$ cat src/rtl/text_pkg.sv
// Shared character constants, display strings and BCD converter types for the text overlay.
package text_pkg;

  localparam logic [7:0] CH_SPACE = 8'h20;
  localparam logic [7:0] CH_ZERO  = 8'h30;

  localparam int PREFIX_LEN = 4;
  localparam int SCORE_LEN  = 8;
  localparam int BANNER_LEN = 22;

  localparam logic [7:0] PREFIX_STR [PREFIX_LEN] = '{"P", "T", "S", " "};

  localparam logic [7:0] BANNER_STR [BANNER_LEN] = '{
    "P", "R", "E", "S", "S", " ", "A", "N", "Y", " ", "K",
    "E", "Y", " ", "T", "O", " ", "S", "T", "A", "R", "T"
  };

  localparam logic [13:0] BCD_MAX = 14'd9999;

  typedef enum logic [1:0] {
    IDLE,
    LOAD,
    SHIFT,
    DONE
  } bcd_state_t;

  // Double-dabble correction: any nibble of 5 or more gets +3 before the shift.
  function automatic logic [15:0] dabble_adjust(input logic [15:0] acc);
    logic [15:0] r;
    r = acc;
    for (int i = 0; i < 4; i++) begin
      if (acc[4*i +: 4] >= 4'd5) r[4*i +: 4] = acc[4*i +: 4] + 4'd3;
    end
    return r;
  endfunction

endpackage

$ cat src/rtl/bin2bcd_seq.sv
// Sequential 14-bit binary to 4-digit BCD converter, saturating at 9999.
// Latency 16 cycles from start to done (LOAD 1, SHIFT 14, DONE 1); start while busy restarts.
module bin2bcd_seq
  import text_pkg::*;
(
  input  logic        clk,
  input  logic        rst_n,
  input  logic        start,
  input  logic [13:0] bin,
  output logic        busy,
  output logic        done,
  output logic [15:0] bcd
);

  bcd_state_t  state, state_nxt;
  logic [13:0] sh;
  logic [15:0] acc;
  logic [3:0]  cnt;

  always_ff @(posedge clk or negedge rst_n) begin
    if (!rst_n) state <= IDLE;
    else        state <= state_nxt;
  end

  always_comb begin
    state_nxt = state;
    case (state)
      IDLE:    if (start) state_nxt = LOAD;
      LOAD:    state_nxt = SHIFT;
      SHIFT:   if (cnt == 4'd13) state_nxt = DONE;
      DONE:    state_nxt = IDLE;
      default: state_nxt = IDLE;
    endcase
    if (start) state_nxt = LOAD;
  end

  // The operand is captured on the start edge itself, so the score only has to be valid with the pulse.
  always_ff @(posedge clk or negedge rst_n) begin
    if (!rst_n) begin
      sh  <= '0;
      acc <= '0;
      cnt <= '0;
    end else if (start) begin
      sh  <= (bin > BCD_MAX) ? BCD_MAX : bin;
      acc <= '0;
      cnt <= '0;
    end else if (state == SHIFT) begin
      {acc, sh} <= {dabble_adjust(acc), sh} << 1;
      cnt       <= cnt + 4'd1;
    end
  end

  assign busy = (state != IDLE);
  assign done = (state == DONE);
  assign bcd  = acc;

endmodule

$ cat src/rtl/text_overlay.sv
// Two-stage pixel pipeline mapping (hcount, vcount) to font ROM address and a registered text_on flag.
// Latency 2 cycles coordinate to text_on; free-running, no backpressure.
module text_overlay
  import text_pkg::*;
#(
  parameter int SCORE_X    = 16,
  parameter int SCORE_Y    = 8,
  parameter int BANNER_X   = 144,
  parameter int BANNER_Y   = 232,
  parameter int SCALE_LOG2 = 1
) (
  input  logic        clk,
  input  logic        rst_n,
  input  logic [9:0]  hcount,
  input  logic [9:0]  vcount,
  input  logic        frame_start,
  input  logic [13:0] score,
  input  logic        show_banner,
  output logic [7:0]  char_addr,
  output logic [2:0]  row_addr,
  input  logic [7:0]  bitmap,
  output logic        text_on,
  output logic        bcd_busy
);

  localparam int S = 1 << SCALE_LOG2;
  localparam int W = 8 * S;

  localparam logic [10:0] SX0 = 11'(SCORE_X);
  localparam logic [10:0] SX1 = 11'(SCORE_X + SCORE_LEN * W);
  localparam logic [10:0] SY0 = 11'(SCORE_Y);
  localparam logic [10:0] SY1 = 11'(SCORE_Y + W);
  localparam logic [10:0] BX0 = 11'(BANNER_X);
  localparam logic [10:0] BX1 = 11'(BANNER_X + BANNER_LEN * W);
  localparam logic [10:0] BY0 = 11'(BANNER_Y);
  localparam logic [10:0] BY1 = 11'(BANNER_Y + W);

  logic        bcd_done;
  logic [15:0] bcd_acc;
  logic [15:0] digits;

  bin2bcd_seq u_bcd (
    .clk   (clk),
    .rst_n (rst_n),
    .start (frame_start),
    .bin   (score),
    .busy  (bcd_busy),
    .done  (bcd_done),
    .bcd   (bcd_acc)
  );

  // Only a finished conversion reaches the screen, never a half-shifted accumulator.
  always_ff @(posedge clk or negedge rst_n) begin
    if (!rst_n)        digits <= '0;
    else if (bcd_done) digits <= bcd_acc;
  end

  logic [10:0] h, v;
  logic        in_score, in_banner;

  assign h         = {1'b0, hcount};
  assign v         = {1'b0, vcount};
  assign in_score  = (h >= SX0) && (h < SX1) && (v >= SY0) && (v < SY1);
  assign in_banner = show_banner && (h >= BX0) && (h < BX1) && (v >= BY0) && (v < BY1);

  logic [9:0] dx, dy;
  logic [6:0] cidx;
  logic [3:0] nib;
  logic [7:0] ch_nxt;
  logic [2:0] row_nxt, bit_nxt;
  logic       hit_nxt;

  always_comb begin
    ch_nxt  = CH_SPACE;
    row_nxt = '0;
    bit_nxt = '0;
    hit_nxt = 1'b0;
    dx      = '0;
    dy      = '0;
    nib     = '0;
    if (in_score) begin
      hit_nxt = 1'b1;
      dx      = hcount - 10'(SCORE_X);
      dy      = vcount - 10'(SCORE_Y);
    end else if (in_banner) begin
      hit_nxt = 1'b1;
      dx      = hcount - 10'(BANNER_X);
      dy      = vcount - 10'(BANNER_Y);
    end
    cidx = 7'(dx >> (3 + SCALE_LOG2));
    if (in_score) begin
      case (cidx[1:0])
        2'd0:    nib = digits[15:12];
        2'd1:    nib = digits[11:8];
        2'd2:    nib = digits[7:4];
        default: nib = digits[3:0];
      endcase
      ch_nxt = cidx[2] ? (CH_ZERO + {4'h0, nib}) : PREFIX_STR[cidx[1:0]];
    end else if (in_banner) begin
      for (int i = 0; i < BANNER_LEN; i++) begin
        if (cidx == 7'(i)) ch_nxt = BANNER_STR[i];
      end
    end
    if (hit_nxt) begin
      row_nxt = 3'(dy >> SCALE_LOG2);
      bit_nxt = 3'(dx >> SCALE_LOG2);
    end
  end

  logic [2:0] bit_q;
  logic       hit_q;

  always_ff @(posedge clk or negedge rst_n) begin
    if (!rst_n) begin
      char_addr <= CH_SPACE;
      row_addr  <= '0;
      bit_q     <= '0;
      hit_q     <= 1'b0;
    end else begin
      char_addr <= ch_nxt;
      row_addr  <= row_nxt;
      bit_q     <= bit_nxt;
      hit_q     <= hit_nxt;
    end
  end

  // The font ROM answers combinationally, so bitmap lines up with stage-1 registers.
  always_ff @(posedge clk or negedge rst_n) begin
    if (!rst_n) text_on <= 1'b0;
    else        text_on <= hit_q & bitmap[3'd7 - bit_q];
  end

endmodule

$ cat config.mk
export PLATFORM = sky130hd
export DESIGN_NAME = text_overlay
export DESIGN_NICKNAME = d
export VERILOG_FILES = /design/src/rtl/text_pkg.sv /design/src/rtl/bin2bcd_seq.sv /design/src/rtl/text_overlay.sv
export SDC_FILE = /design/constraint.sdc
export NUM_CORES = 1
export LEC_CHECK = 0
export CORE_MARGIN = 8
export CORE_UTILIZATION = 30
export CTS_CLUSTER_SIZE = 16
export DETAILED_ROUTE_END_ITERATION = 10
export GPL_TIMING_DRIVEN = 0
export PLACE_DENSITY = 0.46
export SLEW_MARGIN = 20
export SYNTH_ARGS = -nofsm -noshare
export SYNTH_HDL_FRONTEND = slang
export SYNTH_SLANG_ARGS = --single-unit
$ cat constraint.sdc
create_clock -name clk -period 2.28 [get_ports clk]
set_clock_uncertainty 0.15 [all_clocks]
set_input_delay 0.228 -clock clk [delete_from_list [all_inputs] [get_ports clk]]
set_output_delay 0.228 -clock clk [all_outputs]
set_load 0.01 [all_outputs]
* After elaboration in Yosys (flattened, before gate mapping)
Index checks and enable logic that the tools add are counted.
Storage, ports and cells: bits in registers 68, input bits 46
Cells by class: $add $sub $neg 11, magnitude comparators 15, equality and inequality tests 29, multiplexer cells 54, bitwise logic cells 2, reductions and logical operators 13
Operators with widths (number):
- 8-bit two-way mux | 26
- 6-bit by 4-bit == test with 1-bit output, second input constant | 8
- 14-bit two-way mux | 3
- 6-bit by 5-bit == test with 1-bit output, second input constant | 6
- 16-bit two-way mux | 2
- 4-bit two-way mux | 8
- 6-bit by 3-bit == test with 1-bit output, second input constant | 4
- 10-bit by 8-bit greater-or-equal comparator with 1-bit output, second input constant | 2
- 10-bit by 8-bit < comparator with 1-bit output, second input constant | 2
- 10-bit two-way mux | 2
- 8-bit binary-select mux with 2-bit select | 1
- 4-bit by 3-bit greater-or-equal comparator with 1-bit output, second input constant | 4
- 14-bit > comparator, second input constant | 1
- 4-bit by 2-bit adder with 4-bit output, second input constant | 3
- 6-bit by 2-bit == test with 1-bit output, second input constant | 2
- 4-bit case mux with 3 select lines | 1
- 10-bit by 4-bit greater-or-equal comparator with 1-bit output, second input constant | 1
- 10-bit by 5-bit greater-or-equal comparator with 1-bit output, second input constant | 1
- 10-bit by 5-bit < comparator with 1-bit output, second input constant | 1
- 10-bit by 9-bit < comparator with 1-bit output, second input constant | 1
- 10-bit by 5-bit subtractor with 10-bit output, second input constant | 1
- 10-bit by 8-bit subtractor with 10-bit output, second input constant | 1
- 3-bit two-way mux | 3
- 4-bit subtractor, second input constant | 2
- 24 further kinds | 38

* Depth between registers and ports, before layout
depth in word-level cells 32, depth in mapped cells 13, depth with buffers taken out 10

* By module
A second synthesis with hierarchy kept.
Second synthesis, totals: cell total of the unflattened synthesis 444, area, all modules 4214.0 sq um
By module, submodules not included:
- text_overlay | times used 1, cells each 230, area each 2165.8 sq um, sequential area each 777.0 sq um
- bin2bcd_seq | times used 1, cells each 214, area each 2048.2 sq um, sequential area each 900.9 sq um

* Least setup slack after synthesis
OpenSTA, ideal clock, no wires.
path kind input to register, start input port hcount[4], end register char_addr[0], setup time 124 ps, data arrival time 2765 ps, required time 2006 ps, setup slack -758 ps, cell stages on the path 12, path buffers 3, cell sequence buf_2 inv_1 clkbuf_1 ha_1 nand2b_4 a211o_1 or3_1 buf_6 o21a_4 and3_1 o31a_1 a211o_1
On the way: word-level cells in the longest chain between the ends 31
Ends and longest elaborated chain:
- start: declaration | RTL line text_overlay.sv:14 | input logic [9:0] hcount,
- 10-bit by 8-bit greater-or-equal comparator with 1-bit output | RTL line text_overlay.sv:64 | assign in_banner = show_banner && (h >= BX0) && (h < BX1) && (v >= BY0) && (v < BY1);
- 1-bit logical AND (4 in series) | RTL line text_overlay.sv:64
- 10-bit two-way mux | RTL line text_overlay.sv:85 | end else if (in_banner) begin
- 10-bit two-way mux | RTL line text_overlay.sv:81 | if (in_score) begin
- 6-bit by 1-bit == test with 1-bit output | RTL line text_overlay.sv:101 | if (cidx == 7'(i)) ch_nxt = BANNER_STR[i];
- 8-bit two-way mux (21 in series) | RTL line text_overlay.sv:101
- 8-bit two-way mux | RTL line text_overlay.sv:99 | end else if (in_banner) begin
- 8-bit two-way mux (*) | RTL line text_overlay.sv:91 | if (in_score) begin
- net ch_nxt[0] | RTL line text_overlay.sv:69 | logic [7:0] ch_nxt;
- end signal: assignment | RTL line text_overlay.sv:120 | char_addr <= ch_nxt;
- end: declaration | RTL line text_overlay.sv:19 | output logic [7:0] char_addr,
Mark *: on every way through the listed nets, which the timed path passes. The rest lies on a longest branch. The select of a mux whose other input is x is not followed. A chain may end at the register's enable or synchronous reset.

* Worst setup path after layout
Ends and elaborated chain as after synthesis.

==> impl_metrics.tcl <==
set metrics [dict create \
    rows 41 \
    fin_cells 695 \
    design_area_sq_um 5487 \
    ir_drop_mv 0.2994 \
    design.core.area_sq_um 12670 \
    synthTopCellsByArea "dfrtp_1, nor2_1, ha_1" \
    min_path_type "in -> reg" \
    violations "negative setup slack" \
    path_cells "buf_8 > buf_12 > clkinv_8 > ha_4 > nand2b_4 > a211o_4 > or3_4 > o21a_4 > and3_4 > o31a_1 > a211o_1" \
    final_layout_size_suffix_gt1_frac 0.2065 \
    post_drt_via_cell_ratio 5.026 \
    ys_seq_area_frac 0.4305 \
    insertion_delay_ns 0.33 \
    period_share 1.038 \
    synth_cell_types 64 \
    synth_area_per_cell_sq_um 9.064 \
    syn2layout_area_growth_pct 40.77 \
    synth_edf_count 0 \
    synth_xor_area_frac 0.03146 \
    fill_cells 1291 \
    synth-simple-area-share 0.1785 \
    synth-compound-area-share 0.2026 \
    cp-end-kind "flop" \
    dr.pass1.iters 4 \
    critPathKind "in -> reg" \
    synth_area_sq_um 3897 \
    cp.arrival_ns 2.44 \
    post-route-min-period_ns 2.368 \
    relSlewSlack 0.5407 \
    vias 3493 \
    synth_top_family_by_area "compound AO/OA/AOI/OAI gates" \
    synthFlopType "dfrtp_1" \
    p_per_area_nw_per_um2 563.0 \
    die_w_um 130.0 \
    routed_wl_um 11170 \
    clock_path_buffers 2 \
    antenna_found_initial 0 \
    die_h_um 130.0 \
    synth_cells 430 \
    setup_violations 1 \
    yosys_warnings 0 \
    hold_slack_ns 0.09901 \
    yosys.area.top_type "dfrtp_1" \
    start_kind "input pin" \
    cts_buffers 9 \
    ys_ff_latch 67 \
    io_pins 59 \
    yosysMostFrequentCell "dfrtp_1" \
    hpwlAfterDp_um 7694 \
    grt_max_degree 54 \
    grt_pass1_wl_um 17860 \
    worst_slew_pin_slew_ns 0.6890 \
    globalplace.congestion 0.8164 \
    synthMuxAreaShare 0.06613 \
    worst_path_largest_cell_delay_ns 0.45 \
    fmax_mhz 422.4 \
    grt_pass1_vias 3599 \
    yosysTopAreaCellShare 0.4238 \
    drv_cap 0 \
    wire_per_inst_um 16.07 \
    layout_setup_ws_ns -0.08760 \
    maxSlewViolCount 0 \
    antenna_cells 0 \
    portBuffers 55 \
    grt_usage 0.1358 \
    place_inst 658 \
    cts_root_buf "clkbuf_16" \
    outcome "finished with violations" \
    clock_sinks 67 \
    cts_tree "built" \
    drc 0 \
    path_clk_slew_ns 0.06 \
    synth_fa_ha_area_frac 0.04173 \
    async_flop_share 1.000 \
    die_area_sq_um 16890 \
    cp_slowest_cell "or3_4" \
    fin_nets 579 \
    placed_area_sq_um 4748 \
    synth_nets 489 \
    synth_top_cells_by_count "dfrtp_1, nor2_1, nand2_1" \
    grt-ovfl-total 0 \
    cp_max_fo 5 \
    initial_core_util 0.3076 \
    rsz0062_at_grt "yes" \
    cts-htree-levels 3 \
    ant_nets 0 \
    p_leak_nw 2.279 \
    hold_viol 0 \
    drt_iter0_drc 267 \
    required_ns 2.35 \
]
[routing by layer]
layer / global-route usage / wire (um) / vias up
li1: - / - / 1706
met3: 0.02856 / 649 / 14
met4: 0.06626 / 174 / 0
met2: 0.2254 / 5505 / 86
met5: 0 / 0 / -
met1: 0.1646 / 4841 / 1687
[critical path: cells and delay by family]
kind            cells  cell delay (ns)
simple gates        3             0.65
compound gates      4             1.14
buf+inv             3             0.26
fa+ha+maj           1             0.14
[worst paths after layout]
check	startpoint	end	slack (ns)	depth (start not counted)
worst max-delay path	hcount[4]	char_addr[0]	-0.09	11
worst min-delay path	vcount[3]	row_addr[2]	0.1	2
worst max register to register	u_bcd.state[0]	u_bcd.bcd[14]	0.34	5
worst min register to register	hit_q	text_on	0.31	1
max in group asynchronous	rst_n	digits[2]	1.28	3
min in group asynchronous	rst_n	row_addr[2]	0.15	2
[layout make-up]
| cell class | instances | area (sq um) | share of cell area |
|---|---|---|---|
| Tap cell | 172 | 215.2 | 0.03922 |
| Inverter | 18 | 82.58 | 0.01505 |
| Multi-Input combinational cell | 319 | 2290 | 0.4173 |
| Clock buffer | 11 | 242.7 | 0.04424 |
| Timing Repair Buffer | 81 | 798.3 | 0.1455 |
| Buffer | 24 | 140.1 | 0.02554 |
| Clock inverter | 3 | 40.04 | 0.007298 |
| Sequential cell | 67 | 1678 | 0.3058 |
[per-stage QoR]
stage	utilization	setup WS (ns)	TNS, ns	power, W
after floorplan	-	-0.3088	-1.564	0.001504
after global placement	0.3728	-1.738	-131.14	0.001687
after detailed placement	0.3747	-1.406	-15.61	0.001695
after CTS	0.4142	-0.1005	-0.3294	0.003103
after global routing	0.4330	-0.1303	-0.2317	0.003223
final	0.4330	-0.08760	-0.08760	0.003089
[cell families after synthesis]
logic type                 Yosys count
and+or+nand+nor                    150
AOI/OAI and AO/OA                  120
DFF                                 67
buffers and inverters               44
muxes                               21
xor gates and xnor gates            14
adders and majority gates           13
other                                1
[cell usage in the layout, fill, tap and decap left out, types with 4 or more instances in the layout]
master           count
nand3_1             10
xor2_1               6
nor2_1              53
buf_6                6
clkbuf_1            15
nand2_1             35
xnor2_1              7
buf_4               23
dlygate4sd2_1        5
o22a_1               6
ha_1                11
nor3_1               9
clkdlybuf4s50_1     42
dfrtp_1             66
and2_1               5
o21ai_0             27
a21oi_1             31
inv_1               15
nand2b_1             8
a211oi_1             4
clkbuf_16            9
mux2_2               8
dlymetal6s2s_1       5
o22ai_1              7
mux2i_1             10
[state kept, by name, summed over array words and instances (netlist names)]
signal,cells
char_addr,7
text_on,1
row_addr,3
u_bcd.cnt,4
u_bcd.sh,14
digits,16
hit_q,1
u_bcd.state,2
bit_q,3
u_bcd.bcd,16
[timing repair]
action / in CTS / in global routing
gates resized for setup: 41 / 51
hold buffers: 1 / 0
endpoints found under the hold margin: 67 / 0
setup endpoints to repair: 14 / 7
setup buffers: 14 / 10
pin swaps: 19 / 26
[report_power, final]
group          total (W)  internal, W  switching, W
combinational   0.000474     0.000216      0.000258
sequential       0.00126      0.00123     0.0000294
clock            0.00135     0.000860      0.000494
(Power assumes the default switching activity.)
